$ cat src/rtl/ascon_pkg.sv
// Shared Ascon definitions: widths, round counts, FSM encoding,
// round-constant generation and the single-round permutation datapath.
package ascon_pkg;

    localparam int ASCON_STATE_W    = 320;
    localparam int ASCON_LANE_W     = 64;
    localparam int ASCON_PA_ROUNDS  = 12;
    localparam int ASCON_PB6_ROUNDS = 6;
    localparam int ASCON_PB8_ROUNDS = 8;

    typedef enum logic [1:0] {
        IDLE = 2'd0,
        RUN  = 2'd1,
        DONE = 2'd2
    } perm_state_t;

    // Constant for table position ci (0..11): upper nibble counts down from F.
    function automatic logic [7:0] rc(input logic [3:0] ci);
        return {4'hF - ci, ci};
    endfunction

    // One full round: constant addition, bitsliced 5-bit S-box, lane diffusion.
    function automatic logic [ASCON_STATE_W-1:0] ascon_round(
        input logic [ASCON_STATE_W-1:0] s,
        input logic [3:0]               ci
    );
        logic [ASCON_LANE_W-1:0] x0, x1, x2, x3, x4;
        logic [ASCON_LANE_W-1:0] t0, t1, t2, t3, t4;
        x0 = s[319:256];
        x1 = s[255:192];
        x2 = s[191:128];
        x3 = s[127:64];
        x4 = s[63:0];

        x2 = x2 ^ {56'd0, rc(ci)};

        x0 = x0 ^ x4;
        x4 = x4 ^ x3;
        x2 = x2 ^ x1;
        t0 = ~x0 & x1;
        t1 = ~x1 & x2;
        t2 = ~x2 & x3;
        t3 = ~x3 & x4;
        t4 = ~x4 & x0;
        x0 = x0 ^ t1;
        x1 = x1 ^ t2;
        x2 = x2 ^ t3;
        x3 = x3 ^ t4;
        x4 = x4 ^ t0;
        x1 = x1 ^ x0;
        x0 = x0 ^ x4;
        x3 = x3 ^ x2;
        x2 = ~x2;

        x0 = x0 ^ {x0[18:0], x0[63:19]} ^ {x0[27:0], x0[63:28]};
        x1 = x1 ^ {x1[60:0], x1[63:61]} ^ {x1[38:0], x1[63:39]};
        x2 = x2 ^ {x2[0],    x2[63:1]}  ^ {x2[5:0],  x2[63:6]};
        x3 = x3 ^ {x3[9:0],  x3[63:10]} ^ {x3[16:0], x3[63:17]};
        x4 = x4 ^ {x4[6:0],  x4[63:7]}  ^ {x4[40:0], x4[63:41]};

        return {x0, x1, x2, x3, x4};
    endfunction

endpackage

$ cat src/rtl/ascon_round_ctrl.sv
// Sequencing control for the iterative permutation: handshake FSM,
// round counter, clamped round count and constant-index generation.
module ascon_round_ctrl
    import ascon_pkg::*;
#(
    parameter int MAX_ROUNDS = 12,
    parameter int CNT_W      = 4
) (
    input  logic             clk,
    input  logic             rst_n,
    input  logic             in_valid,
    input  logic [CNT_W-1:0] nrounds,
    input  logic             abort,
    input  logic             out_ready,
    output logic             in_ready,
    output logic             out_valid,
    output logic             accept,
    output logic             step,
    output logic [CNT_W-1:0] rc_idx,
    output logic [1:0]       fsm_state
);

    perm_state_t      state, state_nxt;
    logic [CNT_W-1:0] k, n_reg, n_clamp, ci_run;
    logic             last;

    assign n_clamp = (nrounds > CNT_W'(MAX_ROUNDS)) ? CNT_W'(MAX_ROUNDS) : nrounds;
    assign ci_run  = CNT_W'(MAX_ROUNDS) - n_reg + k;
    assign last    = (k == n_reg - CNT_W'(1));
    assign accept  = in_valid && (state == IDLE);

    always_ff @(posedge clk or negedge rst_n) begin
        if (!rst_n) begin
            state <= IDLE;
        end else begin
            state <= state_nxt;
        end
    end

    // Abort takes priority over both round completion and the output handshake.
    always_comb begin
        state_nxt = state;
        unique case (state)
            IDLE: if (in_valid) state_nxt = (n_clamp == '0) ? DONE : RUN;
            RUN:  if (abort) state_nxt = IDLE;
                  else if (last) state_nxt = DONE;
            DONE: if (abort || out_ready) state_nxt = IDLE;
            default: state_nxt = IDLE;
        endcase
    end

    always_comb begin
        in_ready  = (state == IDLE);
        out_valid = (state == DONE);
        step      = (state == RUN) && !abort;
        rc_idx    = (state == RUN) ? ci_run : '0;
        fsm_state = state;
    end

    always_ff @(posedge clk or negedge rst_n) begin
        if (!rst_n) begin
            k     <= '0;
            n_reg <= '0;
        end else if (accept) begin
            k     <= '0;
            n_reg <= n_clamp;
        end else if (step) begin
            k <= k + CNT_W'(1);
        end else if (abort && state != IDLE) begin
            k <= '0;
        end
    end

endmodule

$ cat src/rtl/ascon_perm_sequencer.sv
// Iterative Ascon permutation: owns the 320-bit state and applies one
// round per clock under control of ascon_round_ctrl.
module ascon_perm_sequencer
    import ascon_pkg::*;
#(
    parameter int MAX_ROUNDS = 12,
    parameter int CNT_W      = 4
) (
    input  logic             clk,
    input  logic             rst_n,
    input  logic             in_valid,
    output logic             in_ready,
    input  logic [319:0]     state_in,
    input  logic [CNT_W-1:0] nrounds,
    input  logic             abort,
    output logic             out_valid,
    input  logic             out_ready,
    output logic [319:0]     state_out,
    output logic             busy,
    output logic [CNT_W-1:0] rc_idx
);

    logic         accept, step;
    logic [1:0]   fsm_state;
    logic [319:0] state_reg;

    ascon_round_ctrl #(
        .MAX_ROUNDS(MAX_ROUNDS),
        .CNT_W     (CNT_W)
    ) u_ctrl (
        .clk      (clk),
        .rst_n    (rst_n),
        .in_valid (in_valid),
        .nrounds  (nrounds),
        .abort    (abort),
        .out_ready(out_ready),
        .in_ready (in_ready),
        .out_valid(out_valid),
        .accept   (accept),
        .step     (step),
        .rc_idx   (rc_idx),
        .fsm_state(fsm_state)
    );

    // State is only written on accept or on a live round; DONE and abort freeze it.
    always_ff @(posedge clk or negedge rst_n) begin
        if (!rst_n) begin
            state_reg <= '0;
        end else if (accept) begin
            state_reg <= state_in;
        end else if (step) begin
            state_reg <= ascon_round(state_reg, 4'(rc_idx));
        end
    end

    assign state_out = state_reg;
    assign busy      = (fsm_state != 2'(IDLE));

endmodule

$ cat config.mk
export PLATFORM = sky130hd
export DESIGN_NAME = ascon_perm_sequencer
export DESIGN_NICKNAME = d
export VERILOG_FILES = /design/src/rtl/ascon_pkg.sv /design/src/rtl/ascon_round_ctrl.sv /design/src/rtl/ascon_perm_sequencer.sv
export SDC_FILE = /design/constraint.sdc
export NUM_CORES = 2
export LEC_CHECK = 0
export CAP_MARGIN = 0
export CORE_MARGIN = 8
export CORE_UTILIZATION = 58
export CTS_CLUSTER_DIAMETER = 50
export DETAILED_ROUTE_END_ITERATION = 10
export GPL_TIMING_DRIVEN = 1
export PLACE_DENSITY = 0.88
export SYNTH_ARGS = -nofsm -noshare
export SYNTH_HDL_FRONTEND = slang
export SYNTH_HIERARCHICAL = 1
export SYNTH_SLANG_ARGS = --single-unit
$ cat constraint.sdc
create_clock -name clk -period 8.25 [get_ports clk]
set_clock_uncertainty 0.2 [all_clocks]
set_input_delay 1.65 -clock clk [delete_from_list [all_inputs] [get_ports clk]]
set_output_delay 1.65 -clock clk [all_outputs]
set_load 0.02 [all_outputs]
==> results.cfg <==
[run_status]
status = finished with violations
violations = capacitance limit, slew limit

[logic_synthesis]
synth_edf_count = 0
synthTopCellsByArea = dfrtp_1 (25%), xnor3_1 (16%), xnor2_1 (9.0%), ha_1 (5.1%), xor2_1 (4.7%)
yosysWarnings = 6
ys_ff_latch = 330
syn_inst = 3307
synth_async_sr_flop_share_pct = 100
ys_seq_area_share_pct = 25.0
avgSynthCellArea_sq_um = 9.98
synth.most_common_cell = xnor2_1
synth_commonest_cells = xnor2_1 (340), dfrtp_1 (330), xnor3_1 (241)
synth_flop_cell = dfrtp_1
synth_nets = 3771
yosysTopAreaCell = dfrtp_1
synth.distinct_cells = 57
synth_area_sq_um = 33000
synth_top_area_share_pct = 25.0

[floorplanning]
dieArea_sq_um = 64800
initial_core_util_pct = 58.5
die_h_microns = 255
num_rows = 87
ios = 656
die_w_microns = 255
core_sq_um = 56400

[sta]
fin_setup_tns_ns = 0
rsz0062_at_grt = no
drv_slew = 16
fmax_ghz = 0.192
worst_hold_slack_ns = 0.341
setup_violations = 0
worst_slew_margin_rel_pct = -8.24
worstMarginPinSlew_ns = 1.61
min_period_ns = 5.21
period_share_pct = 63.2
hold_violations = 0

[worst_hold_path]
min_path_type = reg -> reg
whs_endpoint = u_ctrl/n_reg[3]
worstHoldPathCells = 1
min-delay-start = u_ctrl/n_reg[3]

[global_routing]
grt-ovfl-total = 0
antenna_found_initial = 23
use_met3_pct = 25.5
use_met2_pct = 77.3
grt_pass1_wl_microns = 249000
first_global_vias = 32691
grtUsageTotal_pct = 55.0
grt_util_met1_pct = 64.0
grt-busiest-layer = met2
grt_max_degree = 175

[clock_tree]
clk_latency_ns = 0.62
cts_inserted_buffers = 53
cts_root_buf = clkbuf_16
cts_hold_buf = 0
htree_levels = 2
cts.sinks = 330
cts_tree = done
clock_path_buffers = 3
postCtsSetupBuffers = 0
cts.clk_slew.worst_paths_ns = 0.06
ctsResizeCount = 0

[layout]
fillerInstances = 3458
multi_input_area_sq_um = 23500
area_growth_pct = 27.5
nets = 4381
final_cells = 4722
final_util_pct = 74.6
largest_reg_flops = 320
drive_gt1_share_pct = 6.32
regArea_sq_um = 8260

[critical_path]
path_max_fanout = 6
path_class = reg -> out
r2r-end = state_out[71]
reg2reg_depth = 13
end_kind = primary output
r2r_start = u_ctrl/k[1]
cp.required_ns = 6.40
reg2reg_slack_ns = 3.18
cp-start-kind = register
worstPathArrival_ns = 3.36

[detailed_routing]
viasPerCell = 7.17
drt_iter0_drc = 5828
ant_nets = 0
drtPass1Iterations = 9
routedWlPerCell_microns = 39.1
drt-total-wl_microns = 185000
drcViolationCount = 0
vias = 33862

[place]
io_buffers = 655
dp.cells = 4618
gp_congestion = 1.19
dpl.hpwl_microns = 143000

[flow_run]
drv_cap = 5
## through the flow
step	setup slack (ns)	area, sq um
after detailed placement	2.82	40400
after floorplan	4.33	33000
after global placement	2.86	40400
after CTS	3.08	42100
after global routing	3.01	42100
final	3.04	42100
## worst max path at each step
stage | start | endpoint | cells after the start
2_1_floorplan | u_ctrl/k[1] | state_out[118] | 13
3_3_place_gp | abort | state_out[255] | 8
3_5_place_dp | abort | state_out[255] | 8
4_1_cts | u_ctrl/k[0] | rc_idx[3] | 10
5_1_grt | u_ctrl/k[1] | rc_idx[3] | 8
6_report | u_ctrl/k[1] | rc_idx[3] | 8
## routing by layer
layer / vias to the layer above / wire length (microns)
met5: - / 117
met4: 18 / 19500
met3: 1071 / 30600
met2: 3665 / 73900
met1: 16078 / 60400
li1: 13030 / -
## area by class of cell
class / instances / share of cell area [%]
antenna: 10 / 0.0595
clock buffer: 63 / 3.36
clock inverter: 31 / 0.615
inverter: 205 / 1.85
multi-input combinational: 2627 / 55.7
sequential: 330 / 19.6
tap: 756 / 2.25
timing repair buffer: 700 / 16.5
## logic make-up (layout without fill, tap and decap cells)
family	Yosys count	count (layout)	share of synthesized area, %
AND/OR/NAND/NOR	886	886	13.9
buffers and inverters	350	999	4.00
adder cells (fa/ha/maj)	198	198	7.05
flip-flops	330	330	25.0
multiplexers	70	70	2.13
AO/OA/AOI/OAI	642	642	13.0
other	0	10	0
XOR/XNOR	831	831	34.9
## worst max-delay path: stages (launching register included)
cell and delay (ns):
dfrtp_1 0.46, ha_1 0.32, ha_1 0.14, inv_1 0.05
fa_1 0.42, xor2_1 0.23, xnor2_1 0.11, nor2_1 0.33
clkdlybuf4s50_1 0.69
## cells in the final DEF, fill, tap and decap left out, drive strengths merged, types with 7 or more instances in the layout
cell type and instances:
a211o 8, a21bo 23, a21boi 32, a21o 11, a21oi 194, a221o 120
and2 23, and3 25, buf 46, clkbuf 63, clkdlybuf4s50 654, clkinv 12
clkinvlp 7, dfrtp 330, diode 10, ha 134, inv 216, maj3 63
mux2i 68, nand2 172, nand3 74, nand3b 44, nand4 22, nor2 130
nor2b 18, nor3 236, nor3b 67, o211ai 31, o21a 13, o21ai 161
o22ai 25, or2 53, or4 10, xnor2 365, xnor3 241, xor2 177
xor3 48
Power is left out: the tool's default activity adds up to more than one toggle a clock period on the data nets, which glitch-free logic cannot reach.
